**src/rtl/tl_defs.sv**
```systemverilog
// Shared light-code and state encodings for the left-turn traffic light controller and its monitor.
package tl_defs;

    localparam logic [1:0] GREEN  = 2'b00;
    localparam logic [1:0] YELLOW = 2'b01;
    localparam logic [1:0] LEFT   = 2'b10;
    localparam logic [1:0] RED    = 2'b11;

    localparam logic [2:0] S0 = 3'd0;
    localparam logic [2:0] S1 = 3'd1;
    localparam logic [2:0] S2 = 3'd2;
    localparam logic [2:0] S3 = 3'd3;
    localparam logic [2:0] S4 = 3'd4;
    localparam logic [2:0] S5 = 3'd5;
    localparam logic [2:0] S6 = 3'd6;
    localparam logic [2:0] S7 = 3'd7;

    typedef enum logic {
        MODE_UNLOCKED = 1'b0,
        MODE_LOCKED   = 1'b1
    } mon_mode_e;

    // {La,Lb} that the controller drives while in state st.
    function automatic logic [3:0] exp_pair(input logic [2:0] st);
        logic [3:0] pair;
        case (st)
            S0:      pair = {GREEN,  RED};
            S1:      pair = {YELLOW, RED};
            S2:      pair = {LEFT,   RED};
            S3:      pair = {YELLOW, RED};
            S4:      pair = {RED,    GREEN};
            S5:      pair = {RED,    YELLOW};
            S6:      pair = {RED,    LEFT};
            S7:      pair = {RED,    YELLOW};
            default: pair = {RED,    RED};
        endcase
        return pair;
    endfunction

endpackage

```
**src/rtl/tl_pair_decode.sv**
```systemverilog
// Combinational classifier of a light pair: illegal, unique state match, yellow.
module tl_pair_decode
    import tl_defs::*;
(
    input  logic [1:0] La,
    input  logic [1:0] Lb,
    output logic       illegal,
    output logic       uniq_valid,
    output logic [2:0] uniq_state,
    output logic       yellow
);

    logic a_red_s;
    logic b_red_s;

    // Exactly one street must be red; only G/L pairs identify a single state.
    always_comb begin
        a_red_s    = (La == RED);
        b_red_s    = (Lb == RED);
        illegal    = (a_red_s == b_red_s);
        yellow     = !illegal && ((La == YELLOW) || (Lb == YELLOW));
        uniq_valid = 1'b0;
        uniq_state = S0;
        case ({La, Lb})
            {GREEN, RED}:  begin uniq_valid = 1'b1; uniq_state = S0; end
            {LEFT,  RED}:  begin uniq_valid = 1'b1; uniq_state = S2; end
            {RED,   GREEN}: begin uniq_valid = 1'b1; uniq_state = S4; end
            {RED,   LEFT}: begin uniq_valid = 1'b1; uniq_state = S6; end
            default:       begin uniq_valid = 1'b0; uniq_state = S0; end
        endcase
    end

endmodule

```
**src/rtl/tl_monitor.sv**
```systemverilog
// Traffic light bus monitor: reconstructs controller state and flags illegal/out-of-order/over-long-yellow.
// Optional cycle counter enabled by defining TL_MON_CNT_EN.
module tl_monitor
    import tl_defs::*;
#(
    parameter int YEL_MAX = 4,
    parameter int CW      = 3
) (
    input  logic       clk,
    input  logic       reset,
    input  logic [1:0] La,
    input  logic [1:0] Lb,
    output logic [2:0] q,
    output logic       locked,
    output logic       err_illegal,
    output logic       err_seq,
    output logic       err_dwell,
    output logic [7:0] cyc_cnt
);

    mon_mode_e     mode_r, mode_s;
    logic [2:0]    q_r, q_s, succ_s;
    logic [CW-1:0] dwell_r, dwell_s;
    logic          locked_r;
    logic          err_illegal_r, err_illegal_s;
    logic          err_seq_r, err_seq_s;
    logic          err_dwell_r, err_dwell_s;
    logic          adv_s;
    logic          illegal_s, uniq_valid_s, yellow_s;
    logic [2:0]    uniq_state_s;

    tl_pair_decode u_decode (
        .La         (La),
        .Lb         (Lb),
        .illegal    (illegal_s),
        .uniq_valid (uniq_valid_s),
        .uniq_state (uniq_state_s),
        .yellow     (yellow_s)
    );

    // Next mode, state, dwell count and error pulses.
    always_comb begin
        mode_s        = mode_r;
        q_s           = q_r;
        dwell_s       = dwell_r;
        err_illegal_s = 1'b0;
        err_seq_s     = 1'b0;
        err_dwell_s   = 1'b0;
        adv_s         = 1'b0;
        succ_s        = q_r + 3'd1;
        case (mode_r)
            MODE_UNLOCKED: begin
                if (illegal_s) begin
                    err_illegal_s = 1'b1;
                end else if (uniq_valid_s) begin
                    mode_s  = MODE_LOCKED;
                    q_s     = uniq_state_s;
                    dwell_s = {CW{1'b0}};
                end else begin
                    mode_s = MODE_UNLOCKED;
                end
            end
            MODE_LOCKED: begin
                if (illegal_s) begin
                    err_illegal_s = 1'b1;
                    mode_s        = MODE_UNLOCKED;
                end else if ({La, Lb} == exp_pair(q_r)) begin
                    // Saturating count; the yellow alarm fires only on the step onto YEL_MAX.
                    if (dwell_r != CW'(YEL_MAX)) begin
                        dwell_s     = dwell_r + CW'(1);
                        err_dwell_s = yellow_s && (dwell_r == CW'(YEL_MAX - 1));
                    end else begin
                        dwell_s = dwell_r;
                    end
                end else if ({La, Lb} == exp_pair(succ_s)) begin
                    q_s   = succ_s;
                    adv_s = 1'b1;
                end else begin
                    err_seq_s = 1'b1;
                    mode_s    = MODE_UNLOCKED;
                end
            end
            default: mode_s = MODE_UNLOCKED;
        endcase
        if (adv_s) begin
            dwell_s = {CW{1'b0}};
        end else begin
            dwell_s = dwell_s;
        end
    end

    // State and registered outputs.
    always_ff @(posedge clk or posedge reset) begin
        if (reset) begin
            mode_r        <= MODE_UNLOCKED;
            q_r           <= S0;
            dwell_r       <= {CW{1'b0}};
            locked_r      <= 1'b0;
            err_illegal_r <= 1'b0;
            err_seq_r     <= 1'b0;
            err_dwell_r   <= 1'b0;
        end else begin
            mode_r        <= mode_s;
            q_r           <= q_s;
            dwell_r       <= dwell_s;
            locked_r      <= (mode_s == MODE_LOCKED);
            err_illegal_r <= err_illegal_s;
            err_seq_r     <= err_seq_s;
            err_dwell_r   <= err_dwell_s;
        end
    end

`ifdef TL_MON_CNT_EN
    logic [7:0] cyc_r;
    logic       wrap_s;

    assign wrap_s = adv_s && (q_r == S7);

    // Full-cycle counter, wraps naturally at 255 and survives unlocks.
    always_ff @(posedge clk or posedge reset) begin
        if (reset) begin
            cyc_r <= 8'd0;
        end else if (wrap_s) begin
            cyc_r <= cyc_r + 8'd1;
        end
    end

    assign cyc_cnt = cyc_r;
`else
    assign cyc_cnt = 8'd0;
`endif

    assign q           = q_r;
    assign locked      = locked_r;
    assign err_illegal = err_illegal_r;
    assign err_seq     = err_seq_r;
    assign err_dwell   = err_dwell_r;

endmodule

```
**config.mk**
```make
export PLATFORM = sky130hd
export DESIGN_NAME = tl_monitor
export DESIGN_NICKNAME = d
export VERILOG_FILES = /design/src/rtl/tl_defs.sv /design/src/rtl/tl_pair_decode.sv /design/src/rtl/tl_monitor.sv
export SDC_FILE = /design/constraint.sdc
export NUM_CORES = 1
export LEC_CHECK = 0
export CAP_MARGIN = 20
export CORE_ASPECT_RATIO = 1.4
export CORE_UTILIZATION = 30
export CTS_BUF_LIST = sky130_fd_sc_hd__clkbuf_4 sky130_fd_sc_hd__clkbuf_8 sky130_fd_sc_hd__clkbuf_16
export CTS_CLUSTER_DIAMETER = 30
export DETAILED_ROUTE_END_ITERATION = 8
export GPL_ROUTABILITY_DRIVEN = 1
export PLACE_DENSITY = 0.5
export SLEW_MARGIN = 10
export SYNTH_ARGS = -nofsm -noshare
export SYNTH_HDL_FRONTEND = slang
export SYNTH_SLANG_ARGS = --single-unit
export TNS_END_PERCENT = 1
```
**constraint.sdc**
```tcl
create_clock -name clk -period 4.78 [get_ports clk]
set_clock_uncertainty 0.15 [all_clocks]
set_input_delay 1.434 -clock clk [delete_from_list [all_inputs] [get_ports clk]]
set_output_delay 1.434 -clock clk [all_outputs]
set_load 0.02 [all_outputs]
```
==> metrics.txt <==
status=complete, no violations; drc violations=0; CTS resizes=0; Final Cell Area=0.00106 sq mm; Die X=roughly 49 um; CP max stage cell=clkdlybuf4s50_1; final worst-path cycle share=between 60 and 70%; post-synthesis sequential area ratio=between 20% and 30%; CTS H-Tree Depth=1; final hold violation count=0; synthesized area per cell=roughly 8.9 sq um; Cell Rows=23; number of vias per cell=between 5 and 6; Clock Tree Buf Depth=2; Post-synth top cells=nand2_1 (12), dfrtp_1 (10), buf_4 (8), inv_1 (8), ha_1 (6); Post-DP HPWL=1530 um; arrival time at the worst endpoint=3260 ps; Slew Limit Fails=0; Core Region=a little under 0.003 sq mm; Hold-fix buffers, CTS=0; initial antenna violation count=0; Synth top area share=between 20% and 30%; setup TNS=0 ps; DRT Wirelength=about 2000 um; first-pass iteration count of the detailed router=4; Worst setup EP type=flip-flop; EDFF count, synth=0; Cell Area, Synth=~940 sq um; post-synthesis cell type count=39; Fmax achieved=just over 300 MHz; critical path class=primary input to flip-flop; multiplexer share of the synthesized area=0%; most common cell in the synthesized netlist=nand2_1; Placed Cells=between 100 and 150; worst vdd rail ir drop=approximately 0.00012 V; synthesized instance count=around 110; CTS tree=built; pwr/cell area=roughly 290 mW/mm^2; Post-DP Area=approximately 0.0010 sq mm; min cycle time layout=approximately 3300 ps; CTS Sinks=10; crit-path cells=clkdlybuf4s50_1, nand2b_1, a21oi_1, a31oi_1, nor4_1, a311o_1; final instance count without filler cells=roughly 150; Simple-Gate Fraction of Synth Area=roughly a quarter; RSZ-0062 raised after global routing=false; area share of xor/xnor cells in the synthesized design=approximately 5.5%; Setup Viol. Count Final=0; top cell type by total area after synthesis=dfrtp_1; 1st-iter DRT viols=9; ys async rst share=100%; Post-Synth Adder-Cell Area=8.00%; Max Cap Viol=0; Initial Util=~32%; Area contributors post-synth=dfrtp_1 (27%), ha_1 (8.0%), buf_4 (6.4%); warnings from Yosys=0; largest net degree at the start of global routing=15; Yosys reg bits=10; Post-CTS Setup Bufs=0; ANT nets after route=0; Layout area overhead=12.7%; Main synth FF type=dfrtp_1; Root Buffer Master=clkbuf_8; clk_lat worst skew=230 ps; via count=758; CTS Buf Count=3; largest fanout on the critical path=10; vias in the first global route=around 740; Leakage=around 0.45 nW; Critical Path Start Type=primary input; Worst-Margin Slew=628 ps; ratio of cells with drive above 1 in the final layout=between 10% and 20%; worst hold-check path type=flip-flop to flip-flop; slowest stage delay, CP=approximately 700 ps; total grt overflow=0; clk slew on worst S/H paths=40 ps; Total Power=around 310 uW; compound-gate portion of the synthesized area=roughly 20%; Die Height=68.2 um; CP required=roughly 4700 ps; I/O pin count=21; # diodes=0; Slew HR=57.9%; WL/cell=13.0 um; die area=0.00336 sq mm; largest family of logic cells by synthesized area=simple AND/OR/NAND/NOR gates; nets=128; total track usage=around an eighth; # port buffers=12; first-pass GRT wire length=roughly 3300 um; Placer Congestion=0.820
-- routing by layer --
metal / GRT usage, % / vias up / wire (um)
met2: 24.3 / 23 / 1030
met4: 7.72 / 0 / 45
met1: 14.3 / 364 / 821
met3: 2.22 / 5 / 65
met5: 0 / - / 0
li1: - / 366 / -
-- worst max-delay path: cells and delay by family --
kind	cells	cell delay, ps
compound gates	3	860
buf+inv	1	700
simple gates	2	260
-- placed cells by master, fill, tap and decap left out, drive strengths merged --
cell / instances
nand2: 12
o21bai: 1
nor2: 6
o41ai: 1
or3b: 1
and3: 1
conb: 8
dfrtp: 10
ha: 6
nand3: 1
and2: 1
nor3: 3
nor4: 3
a22oi: 1
a311oi: 1
o31ai: 1
or2: 1
clkdlybuf4s50: 12
xnor2: 4
nand4b: 2
xor2: 1
a311o: 1
nand2b: 5
inv: 8
o21ai: 3
a31o: 4
nor3b: 1
a21o: 1
a31oi: 2
a32o: 1
a21oi: 8
clkbuf: 3
-- sequential cells by signal (all words and copies together) (netlist names) --
register / count
err_seq: 1
locked: 1
dwell_r: 3
err_dwell: 1
err_illegal: 1
q: 3
-- cell type report --
cell class | instances | area [sq um]
inverters | 8 | 30.0
multi-input cells | 81 | 569
well taps | 37 | 46.3
repair buffers | 12 | 120
flip-flops and latches | 10 | 250
fillers | 301 | 1850
clock buffers | 3 | 41.3
-- cells by family (layout without fill, tap and decap cells) --
group | Yosys count | after routing
compound gates | 25 | 25
buf+inv | 22 | 23
other cells | 1 | 8
flops | 10 | 10
simple gates | 37 | 37
fa+ha+maj | 6 | 6
xor+xnor | 5 | 5
-- metrics by stage --
stage | util, % | setup WS [ps] | hold slack [ps]
4_1_cts | 36.4 | 1480 | 417
3_5_place_dp | 35.0 | 1260 | 405
2_1_floorplan | - | 1930 | 376
3_3_place_gp | 35.0 | 1290 | 410
6_report | 36.4 | 1480 | 419
5_1_grt | 36.4 | 1340 | 462
-- final timing paths --
path	slack (ps)	to	depth (start not counted)	from
worst max-delay path	1480	dwell_r[0]	6	Lb[1]
worst min-delay path	420	dwell_r[1]	1	dwell_r[1]
worst max register to register	2570	dwell_r[0]	8	q[0]
worst min register to register	420	dwell_r[1]	1	dwell_r[1]
max in group asynchronous	2850	err_illegal	2	reset
min in group asynchronous	1340	q[1]	2	reset
-- where the power goes --
part	total, mW	internal (mW)	switching [mW]
sequential	0.111	0.0939	0.0168
clock	0.0850	0.0549	0.0301
combinational	0.113	0.0496	0.0637
total	0.309	0.198	0.111
(Power assumes the default switching activity.)
